<file path="src/rtl/led_event_scheduler_pkg.sv">
// Shared types and board timing constants for the LED event scheduler.
// Cycle counts assume the 50 MHz board clock.
package led_event_scheduler_pkg;

   typedef enum logic [1:0] {
      ST_IDLE,
      ST_ON,
      ST_OFF,
      ST_GAP
   } led_state_t;

   localparam int unsigned CYC_100MS = 5_000_000;
   localparam int unsigned CYC_400MS = 20_000_000;

endpackage

</file>
<file path="src/rtl/led_event_scheduler_rr_arbiter.sv">
// Combinational round-robin picker: first set request at or after ptr,
// wrapping past N-1 back to 0.
module rr_arbiter #(
   parameter int N = 4,
   parameter int W = 2
) (
   input  logic [N-1:0] req,
   input  logic [W-1:0] ptr,
   output logic         gnt_valid,
   output logic [W-1:0] gnt_idx
);

   int idx;

   // Scan from the far end so the closest request to ptr wins last.
   always_comb begin
      gnt_valid = 1'b0;
      gnt_idx   = '0;
      idx       = 0;
      for (int k = N - 1; k >= 0; k--) begin
         idx = int'(ptr) + k;
         if (idx >= N) idx = idx - N;
         if (req[idx]) begin
            gnt_valid = 1'b1;
            gnt_idx   = W'(idx);
         end
      end
   end

endmodule

</file>
<file path="src/rtl/led_event_scheduler.sv">
// One status LED shared by several event sources; source i blinks i+1
// times followed by a dark gap, sources served round-robin.
module led_event_scheduler
   import led_event_scheduler_pkg::*;
#(
   parameter int NUM_SRC = 4,
   parameter int SRC_W   = 2,
   parameter int CNT_W   = 25,
   parameter int ON_LEN  = CYC_100MS,
   parameter int OFF_LEN = CYC_100MS,
   parameter int GAP_LEN = CYC_400MS
) (
   input  logic               clk,
   input  logic               reset,
   input  logic               enable,
   input  logic [NUM_SRC-1:0] event_in,
   output logic               led,
   output logic               busy,
   output logic [SRC_W-1:0]   cur_src,
   output logic [NUM_SRC-1:0] pending
);

   localparam logic [CNT_W-1:0] ON_END  = CNT_W'(ON_LEN - 1);
   localparam logic [CNT_W-1:0] OFF_END = CNT_W'(OFF_LEN - 1);
   localparam logic [CNT_W-1:0] GAP_END = CNT_W'(GAP_LEN - 1);
   localparam logic [SRC_W-1:0] LAST    = SRC_W'(NUM_SRC - 1);

   led_state_t         state_q, state_d;
   logic [CNT_W-1:0]   cnt_q, cnt_d;
   logic [SRC_W-1:0]   blinks_q, blinks_d;
   logic [SRC_W-1:0]   rr_ptr_q, rr_ptr_d;
   logic [SRC_W-1:0]   src_q, src_d;
   logic [NUM_SRC-1:0] pend_q, pend_d;
   logic [NUM_SRC-1:0] clr;
   logic               led_q, led_d;
   logic               busy_q, busy_d;
   logic               gnt_valid;
   logic [SRC_W-1:0]   gnt_idx;

   rr_arbiter #(
      .N (NUM_SRC),
      .W (SRC_W)
   ) u_arb (
      .req       (pend_q),
      .ptr       (rr_ptr_q),
      .gnt_valid (gnt_valid),
      .gnt_idx   (gnt_idx)
   );

   always_ff @(posedge clk) begin
      if (reset) begin
         state_q  <= ST_IDLE;
         cnt_q    <= '0;
         blinks_q <= '0;
         rr_ptr_q <= '0;
         src_q    <= '0;
         pend_q   <= '0;
         led_q    <= 1'b0;
         busy_q   <= 1'b0;
      end else begin
         state_q  <= state_d;
         cnt_q    <= cnt_d;
         blinks_q <= blinks_d;
         rr_ptr_q <= rr_ptr_d;
         src_q    <= src_d;
         pend_q   <= pend_d;
         led_q    <= led_d;
         busy_q   <= busy_d;
      end
   end

   always_comb begin
      state_d  = state_q;
      cnt_d    = cnt_q + 1'b1;
      blinks_d = blinks_q;
      rr_ptr_d = rr_ptr_q;
      src_d    = src_q;
      led_d    = led_q;
      busy_d   = busy_q;
      clr      = '0;
      unique case (state_q)
         ST_IDLE: begin
            cnt_d = '0;
            if (enable && gnt_valid) begin
               state_d      = ST_ON;
               led_d        = 1'b1;
               busy_d       = 1'b1;
               src_d        = gnt_idx;
               blinks_d     = gnt_idx;
               clr[gnt_idx] = 1'b1;
               rr_ptr_d     = (gnt_idx == LAST) ? '0 : gnt_idx + 1'b1;
            end
         end
         ST_ON: begin
            if (cnt_q == ON_END) begin
               state_d = ST_OFF;
               cnt_d   = '0;
               led_d   = 1'b0;
            end
         end
         ST_OFF: begin
            if (cnt_q == OFF_END) begin
               cnt_d = '0;
               if (blinks_q != '0) begin
                  blinks_d = blinks_q - 1'b1;
                  state_d  = ST_ON;
                  led_d    = 1'b1;
               end else begin
                  state_d = ST_GAP;
               end
            end
         end
         ST_GAP: begin
            if (cnt_q == GAP_END) begin
               state_d = ST_IDLE;
               cnt_d   = '0;
               busy_d  = 1'b0;
            end
         end
         default: begin
            state_d = ST_IDLE;
            cnt_d   = '0;
         end
      endcase
      // Dropping enable discards the code in flight.
      if (!enable && state_q != ST_IDLE) begin
         state_d = ST_IDLE;
         cnt_d   = '0;
         led_d   = 1'b0;
         busy_d  = 1'b0;
      end
      // A new event on the granted source wins over the grant's clear.
      pend_d = (pend_q & ~clr) | event_in;
   end

   assign led     = led_q;
   assign busy    = busy_q;
   assign cur_src = src_q;
   assign pending = pend_q;

endmodule
</file>
<file path="config.mk">
export PLATFORM = sky130hd
export DESIGN_NAME = led_event_scheduler
export DESIGN_NICKNAME = d
export VERILOG_FILES = /design/src/rtl/led_event_scheduler_pkg.sv /design/src/rtl/led_event_scheduler_rr_arbiter.sv /design/src/rtl/led_event_scheduler.sv
export SDC_FILE = /design/constraint.sdc
export NUM_CORES = 1
export LEC_CHECK = 0
export CORE_MARGIN = 4
export CORE_UTILIZATION = 45
export DETAILED_ROUTE_END_ITERATION = 10
export GPL_TIMING_DRIVEN = 1
export PLACE_DENSITY = 0.76
export SETUP_SLACK_MARGIN = 0.4
export SLEW_MARGIN = 20
export SYNTH_ARGS = -nofsm -noshare
export SYNTH_HDL_FRONTEND = slang
export SYNTH_HIERARCHICAL = 1
export SYNTH_SLANG_ARGS = --single-unit
</file>
<file path="constraint.sdc">
create_clock -name clk -period 1.9 [get_ports clk]
set_clock_uncertainty 0.1 [all_clocks]
set_input_delay 0.38 -clock clk [delete_from_list [all_inputs] [get_ports clk]]
set_output_delay 0.38 -clock clk [all_outputs]
set_load 0.05 [all_outputs]
</file>
==> run summary, run 1 <==
Outcome - finished with violations
Failing checks - negative setup slack
Drt total wl - 5760 um
Primary FF master, synth - dfxtp_1
Post-synthesis async set-or-reset flop share - 0%
Final period utilization - 110%
I/O Pins - 15
Initial antenna violation count - 0
Switching power - 1.12 mW
Hold WS - 0.390 ns
VDD IR max - 0.000471 V
CTS sink cnt - 39
Cell Area, Synth - 2060 um2
CP startpoint kind - flip-flop
CTS clk-pin slew, worst paths - 0.08 ns
Nets - 323
Seq cells post-synth - 39
Vias - 2018
Critical path class - reg2reg
Total power - 2.90 mW
Highest routed layer - met4
Critical path's top delay family - simple AND/OR/NAND/NOR gates
Hold Fails Final Rpt - 0
CTS tree - built
Fmax - 0.478 GHz
Slew Limit Fails - 0
WP data required - 2.00 ns
Wire length on met3 - 315 um
Worst Path Buf+Inv - 1
Port Buffers - 14
First-pass GRT wire length - 8400 um
Clock Power Share - 19.6%
Share of post-route cells with drive strength above 1 - 46.4%
Most frequent cells in the layout - buf_4, dfxtp_1, nor2_1, nand2_1
Worst skew pair latency - 0.30 ns
Slew headroom - 75.0%
Diodes inserted - 0
Hpwl dp - 3430 um
Internal - 1.78 mW
Worst EP arrival - 2.19 ns
Crit Path Max Fanout - 5
Comb pwr share - 46.5%
CTS Buf Count - 5
Hold/Removal Path Class - reg2reg
ANT nets after route - 0
Average via count per standard cell - 5.64
Critical path's largest stage delay - 0.51 ns
Number of enable flip-flop cells after synthesis - 0
Critical path, cell by cell - or4_1, or4_4, o21ai_2, a211o_4, clkbuf_16, nor2_1
Initial Util - 47.0%
Vias in the first global route - 1879
Sw Ratio - 38.7%
Routed wire per std cell - 16.1 um
Metal1 wirelength - 2310 um
Crit path capture type - flip-flop
Yosys cell types - 44
Area growth, synth to finish - 50.7%
Site row count - 24
Slowest CP cell - or4_1
Max-cap violations - 0
Initial DRC count - 92
Die W - 75.7 um
Die area - 5720 um2
Sequential share of power - 33.9%
Syn nets - 260
GRT Overall Usage - 19.0%
CTS root buf - clkbuf_8
Leak pwr - 1.12 nW
Setup_tns - -4.95 ns
Ys Warns - 6
# DRC - 0
Placeable Area - 4380 um2
Drt pass-1 iters - 4
Tmin final - 2.09 ns
Synthesized area per cell - 8.51 um2
Wire length on met2 - 3020 um
Cells after synthesis - 242
Tightest Pin Transition - 0.370 ns
Power per cell area - 936 nW/um2
Worst setup margin - -0.191 ns
Placer Congestion - 0.806
RSZ-0062 raised after global routing - true
Fill count - 304
H-tree Lvls - 2
Largest net degree at the start of global routing - 20
Largest buffer count on any clock path - 2
Gr ovfl total - 0
Sequential area share after synthesis - 37.9%
Setup Viol. Count Final - 30
Commonest non-fill, non-tap cell in the layout - buf_4
Die height - 75.7 um
worst register-to-register path, delay by kind of cell, from the launching register on:
family          cells  cell delay [ns]
buf+inv             1             0.17
simple gates        3             1.02
compound gates      2             0.39
flops               1             0.32
flip-flops by register name (all words and copies together), names as in the netlist:
signal and cells:
blinks_q 2, busy 1, cnt_q 25, cur_src 2
led 1, pending 4, rr_ptr_q 2, state_q 2
stage by stage:
stage | instance area (um2) | util, % | instances | worst slack [ns]
after floorplan | 2160 | - | 242 | -0.125
after global placement | 2570 | 58.7 | 338 | -0.119
after detailed placement | 2570 | 58.7 | 338 | -0.147
after CTS | 2840 | 64.7 | 350 | -0.159
after global routing | 3100 | 70.8 | 358 | -0.231
final | 3100 | 70.8 | 358 | -0.191
layout make-up:
class	count	area [um2]	area share [%]
multi-input cells	186	1530	49.3
flip-flops and latches	39	811	26.1
repair buffers	62	567	18.3
clock buffers	5	68.8	2.22
well taps	52	65.1	2.10
inverters	11	43.8	1.41
clock inverters	3	20.0	0.645
layer usage:
metal  vias to the layer above  track usage [%]
li1                        964                -
met1                       965             22.4
met2                        74             33.9
met3                        15             3.96
met4                         0             6.60
met5                         -                0
worst paths after layout:
path | start | endpoint | slack (ns) | cells after the start
setup / recovery | cnt_q[6] | cnt_q[14] | -0.19 | 6
hold / removal | led | led | 0.39 | 2
setup reg to reg | cnt_q[6] | cnt_q[14] | -0.19 | 6
hold reg to reg | led | led | 0.39 | 2
power groups by stage:
stage	clock (mW)	combinational, mW	sequential (mW)
after floorplan	0	0.506	1.08
after global placement	0	0.872	0.976
after detailed placement	0	0.883	0.978
after CTS	0.587	1.05	0.970
after global routing	0.624	1.44	0.993
final	0.570	1.35	0.986
Yosys cell counts (all sizes together) (2+ instances only):
library cell  number  area, um2
nand4              8       50.1
a211o              2       18.8
nor4               4       25.0
and3               6       37.5
clkbuf             4       15.0
nor2              44        190
o31ai              3       32.5
o21bai             2       15.0
xor2               9       78.8
inv               11       41.3
mux2i              3       30.0
o21ai              3       15.0
nand2b             3       18.8
buf                2       26.3
ha                11        138
nor3              10       61.3
a211oi             2       20.0
a21oi             13       65.1
nand3             10       50.1
xnor2             14        123
dfxtp             39        781
nand2             23       86.3
or4                3       26.3
logic make-up after synthesis:
kind of cell | Yosys count | share of synthesized area (%)
AOI/OAI and AO/OA | 32 | 10.9
xor gates and xnor gates | 23 | 9.78
adders and majority gates | 11 | 6.68
buffers and inverters | 17 | 4.01
DFF | 39 | 37.9
muxes | 3 | 1.46
and+or+nand+nor | 117 | 29.2
what timing repair did:
item,4_1_cts,5_1_grt
endpoints found under the setup margin,39,39
buffers inserted,4,5
endpoints found under the hold margin,0,0
hold buffers,0,0
pin swaps,16,22
resized for setup,33,40
gates cloned,0,3
No activity file was read; power rests on OpenSTA's default activity.
==> inputs of run 2 (changes only) <==
Settings changed: CORE_ASPECT_RATIO set to 1.75.
==> run 2 against run 1 <==
Compared with the run above:
- the run still ends with negative setup slack left
- critical path depth down 1
- power is 4.9% lower
- cell count up 1.7%
- sequential power shrank 2%
==> run summary, run 2 (synthesis results as in run 1) <==
First-pass GRT wire length - 8600 um (was 8400 um)
Failing checks - negative setup slack (unchanged)
Average via count per standard cell - 5.29 (was 5.64)
Final period utilization - 111% (was 110%)
Vias in the first global route - 1982 (was 1879)
CTS root buf - clkbuf_8 (unchanged)
Drt pass-1 iters - 4 (unchanged)
Outcome - finished with violations (unchanged)
Commonest non-fill, non-tap cell in the layout - buf_4 (unchanged)
Initial antenna violation count - 0 (unchanged)
# DRC - 0 (unchanged)
Gr ovfl total - 0 (unchanged)
Worst setup margin - -0.208 ns (was -0.191 ns)
Largest buffer count on any clock path - 2 (unchanged)
Diodes inserted - 0 (unchanged)
Sw Ratio - 37.7% (was 38.7%)
Power per cell area - 897 nW/um2 (was 936 nW/um2)
H-tree Lvls - 2 (unchanged)
Initial Util - 46.8% (was 47.0%)
CP startpoint kind - flip-flop (unchanged)
Clock Power Share - 19.4% (was 19.6%)
Placeable Area - 4400 um2 (was 4380 um2)
Placed Instances - 350 (was 338)
Hold Fails Final Rpt - 0 (unchanged)
Max-cap violations - 0 (unchanged)
Slew headroom - 76.4% (was 75.0%)
Footprint of the multi-input gates - 1490 um2 (was 1530 um2)
Fin util - 70.0% (was 70.8%)
Slew Limit Fails - 0 (unchanged)
Crit Path Max Fanout - 4 (was 5)
Placer Congestion - 0.838 (was 0.806)
CTS tree - built (unchanged)
Hpwl dp - 3870 um (was 3430 um)
Drt total wl - 5360 um (was 5760 um)
Fmax - 0.474 GHz (was 0.478 GHz)
Port Buffers - 14 (unchanged)
CTS Buf Count - 5 (unchanged)
Worst skew pair latency - 0.29 ns (was 0.30 ns)
Internal - 1.72 mW (was 1.78 mW)
Switching power - 1.04 mW (was 1.12 mW)
WP data required - 2.00 ns (about the same)
Tightest Pin Transition - 0.354 ns (was 0.370 ns)
Finished Layout Cells - 364 (was 358)
Worst EP arrival - 2.21 ns (was 2.19 ns)
CTS sink cnt - 39 (unchanged)
Comb pwr share - 45.5% (was 46.5%)
I/O Pins - 15 (unchanged)
Tmin final - 2.11 ns (was 2.09 ns)
CTS clk-pin slew, worst paths - 0.07 ns (was 0.08 ns)
Total power - 2.76 mW (was 2.90 mW)
Leak pwr - 1.14 nW (was 1.12 nW)
Max reg flops - 25 (unchanged)
Initial DRC count - 57 (was 92)
Nets - 330 (was 323)
Area growth, synth to finish - 49.6% (was 50.7%)
Sequential share of power - 35.0% (was 33.9%)
Crit path capture type - flip-flop (unchanged)
Dpl ws - -0.229 ns (was -0.147 ns)
CTS Hold Bufs - 0 (unchanged)
Largest net degree at the start of global routing - 20 (unchanged)
Most frequent cells in the layout - buf_4, nor2_1, dfxtp_1, nand2_1, xnor2_1 (was buf_4, dfxtp_1, nor2_1, nand2_1)
Hold/Removal Path Class - reg2reg (unchanged)
VDD IR max - 0.000790 V (was 0.000471 V)
Critical path class - reg2reg (unchanged)
RSZ-0062 raised after global routing - true (unchanged)
Vias - 1927 (was 2018)
Routed wire per std cell - 14.7 um (was 16.1 um)
Site row count - 32 (was 24)
Reg with most FFs - cnt_q (unchanged)
Die area - 5770 um2 (was 5720 um2)
GRT Overall Usage - 19.3% (was 19.0%)
ANT nets after route - 0 (unchanged)
Share of post-route cells with drive strength above 1 - 46.0% (was 46.4%)
Die height - 97.5 um (was 75.7 um)
Die W - 59.1 um (was 75.7 um)
Fill count - 342 (was 304)
Register area - 821 um2 (was 811 um2)
Setup Viol. Count Final - 30 (unchanged)
==> run 2: changes by cell type in the layout (fill, tap and decap cells not counted), sizes merged <==
| cell | before | now |
|---|---|---|
| buf | 54 | 63 |
| clkbuf | 7 | 5 |
| clkinv | 1 | 3 |
| clkinvlp | 2 | 0 |
==> run 2: layout make-up <==
cell class	instances	share of cell area [%]
Sequential cell	39	26.6
Timing Repair Buffer	69	19.0
Clock buffer	5	2.23
Tap cell	51	2.07
Clock inverter	3	0.487
Multi-Input combinational cell	186	48.2
Inverter	11	1.34
==> run 2: path summary, 6_finish.rpt <==
kind                            slack (ns)  depth (start not counted)    endpoint       start
worst max register to register       -0.21                          5  state_q[0]    cnt_q[6]
worst max-delay path                 -0.21                          5  state_q[0]    cnt_q[6]
worst min-delay path                  0.36                          2  cur_src[0]  cur_src[0]
worst min register to register        0.36                          2  cur_src[0]  cur_src[0]
==> run 2: critical path: stages, from the launching register on <==
cell and delay [ns]:
dfxtp_2 0.32, or4_1 0.50, or4_4 0.48, o32ai_2 0.21, a21oi_1 0.19, nor3_2 0.23
==> run 2: repair_timing <==
item,CTS,global route
gates resized for setup,41,19
pin swaps,17,13
setup buffers,5,1
endpoints found under the setup margin,38,39
==> run 2: metrics by stage <==
| step | hold WS, ns | cell area (um2) | setup TNS, ns |
|---|---|---|---|
| 2_1_floorplan | 0.321 | 2160 | -2.40 |
| 3_3_place_gp | 0.344 | 2670 | -2.80 |
| 3_5_place_dp | 0.349 | 2670 | -4.44 |
| 4_1_cts | 0.359 | 2980 | -4.34 |
| 5_1_grt | 0.385 | 3080 | -6.20 |
| 6_report | 0.358 | 3080 | -4.27 |
==> run 2: power groups by stage <==
stage	Sequential, mW	Combinational (mW)	Clock [mW]
floorplan	1.08	0.506	0
global placement	0.975	0.920	0
detailed placement	0.978	0.943	0
CTS	0.969	1.13	0.556
global route	0.978	1.35	0.584
finish	0.968	1.26	0.537
==> run 2: per-layer routing <==
| metal | share of wire [%] | global-route usage (%) | vias up |
|---|---|---|---|
| li1 | - | - | 971 |
| met1 | 35 | 18.8 | 898 |
| met2 | 58 | 35.5 | 41 |
| met3 | 2.9 | 2.93 | 17 |
| met4 | 4.2 | 11.9 | 0 |
| met5 | 0 | 0 | - |
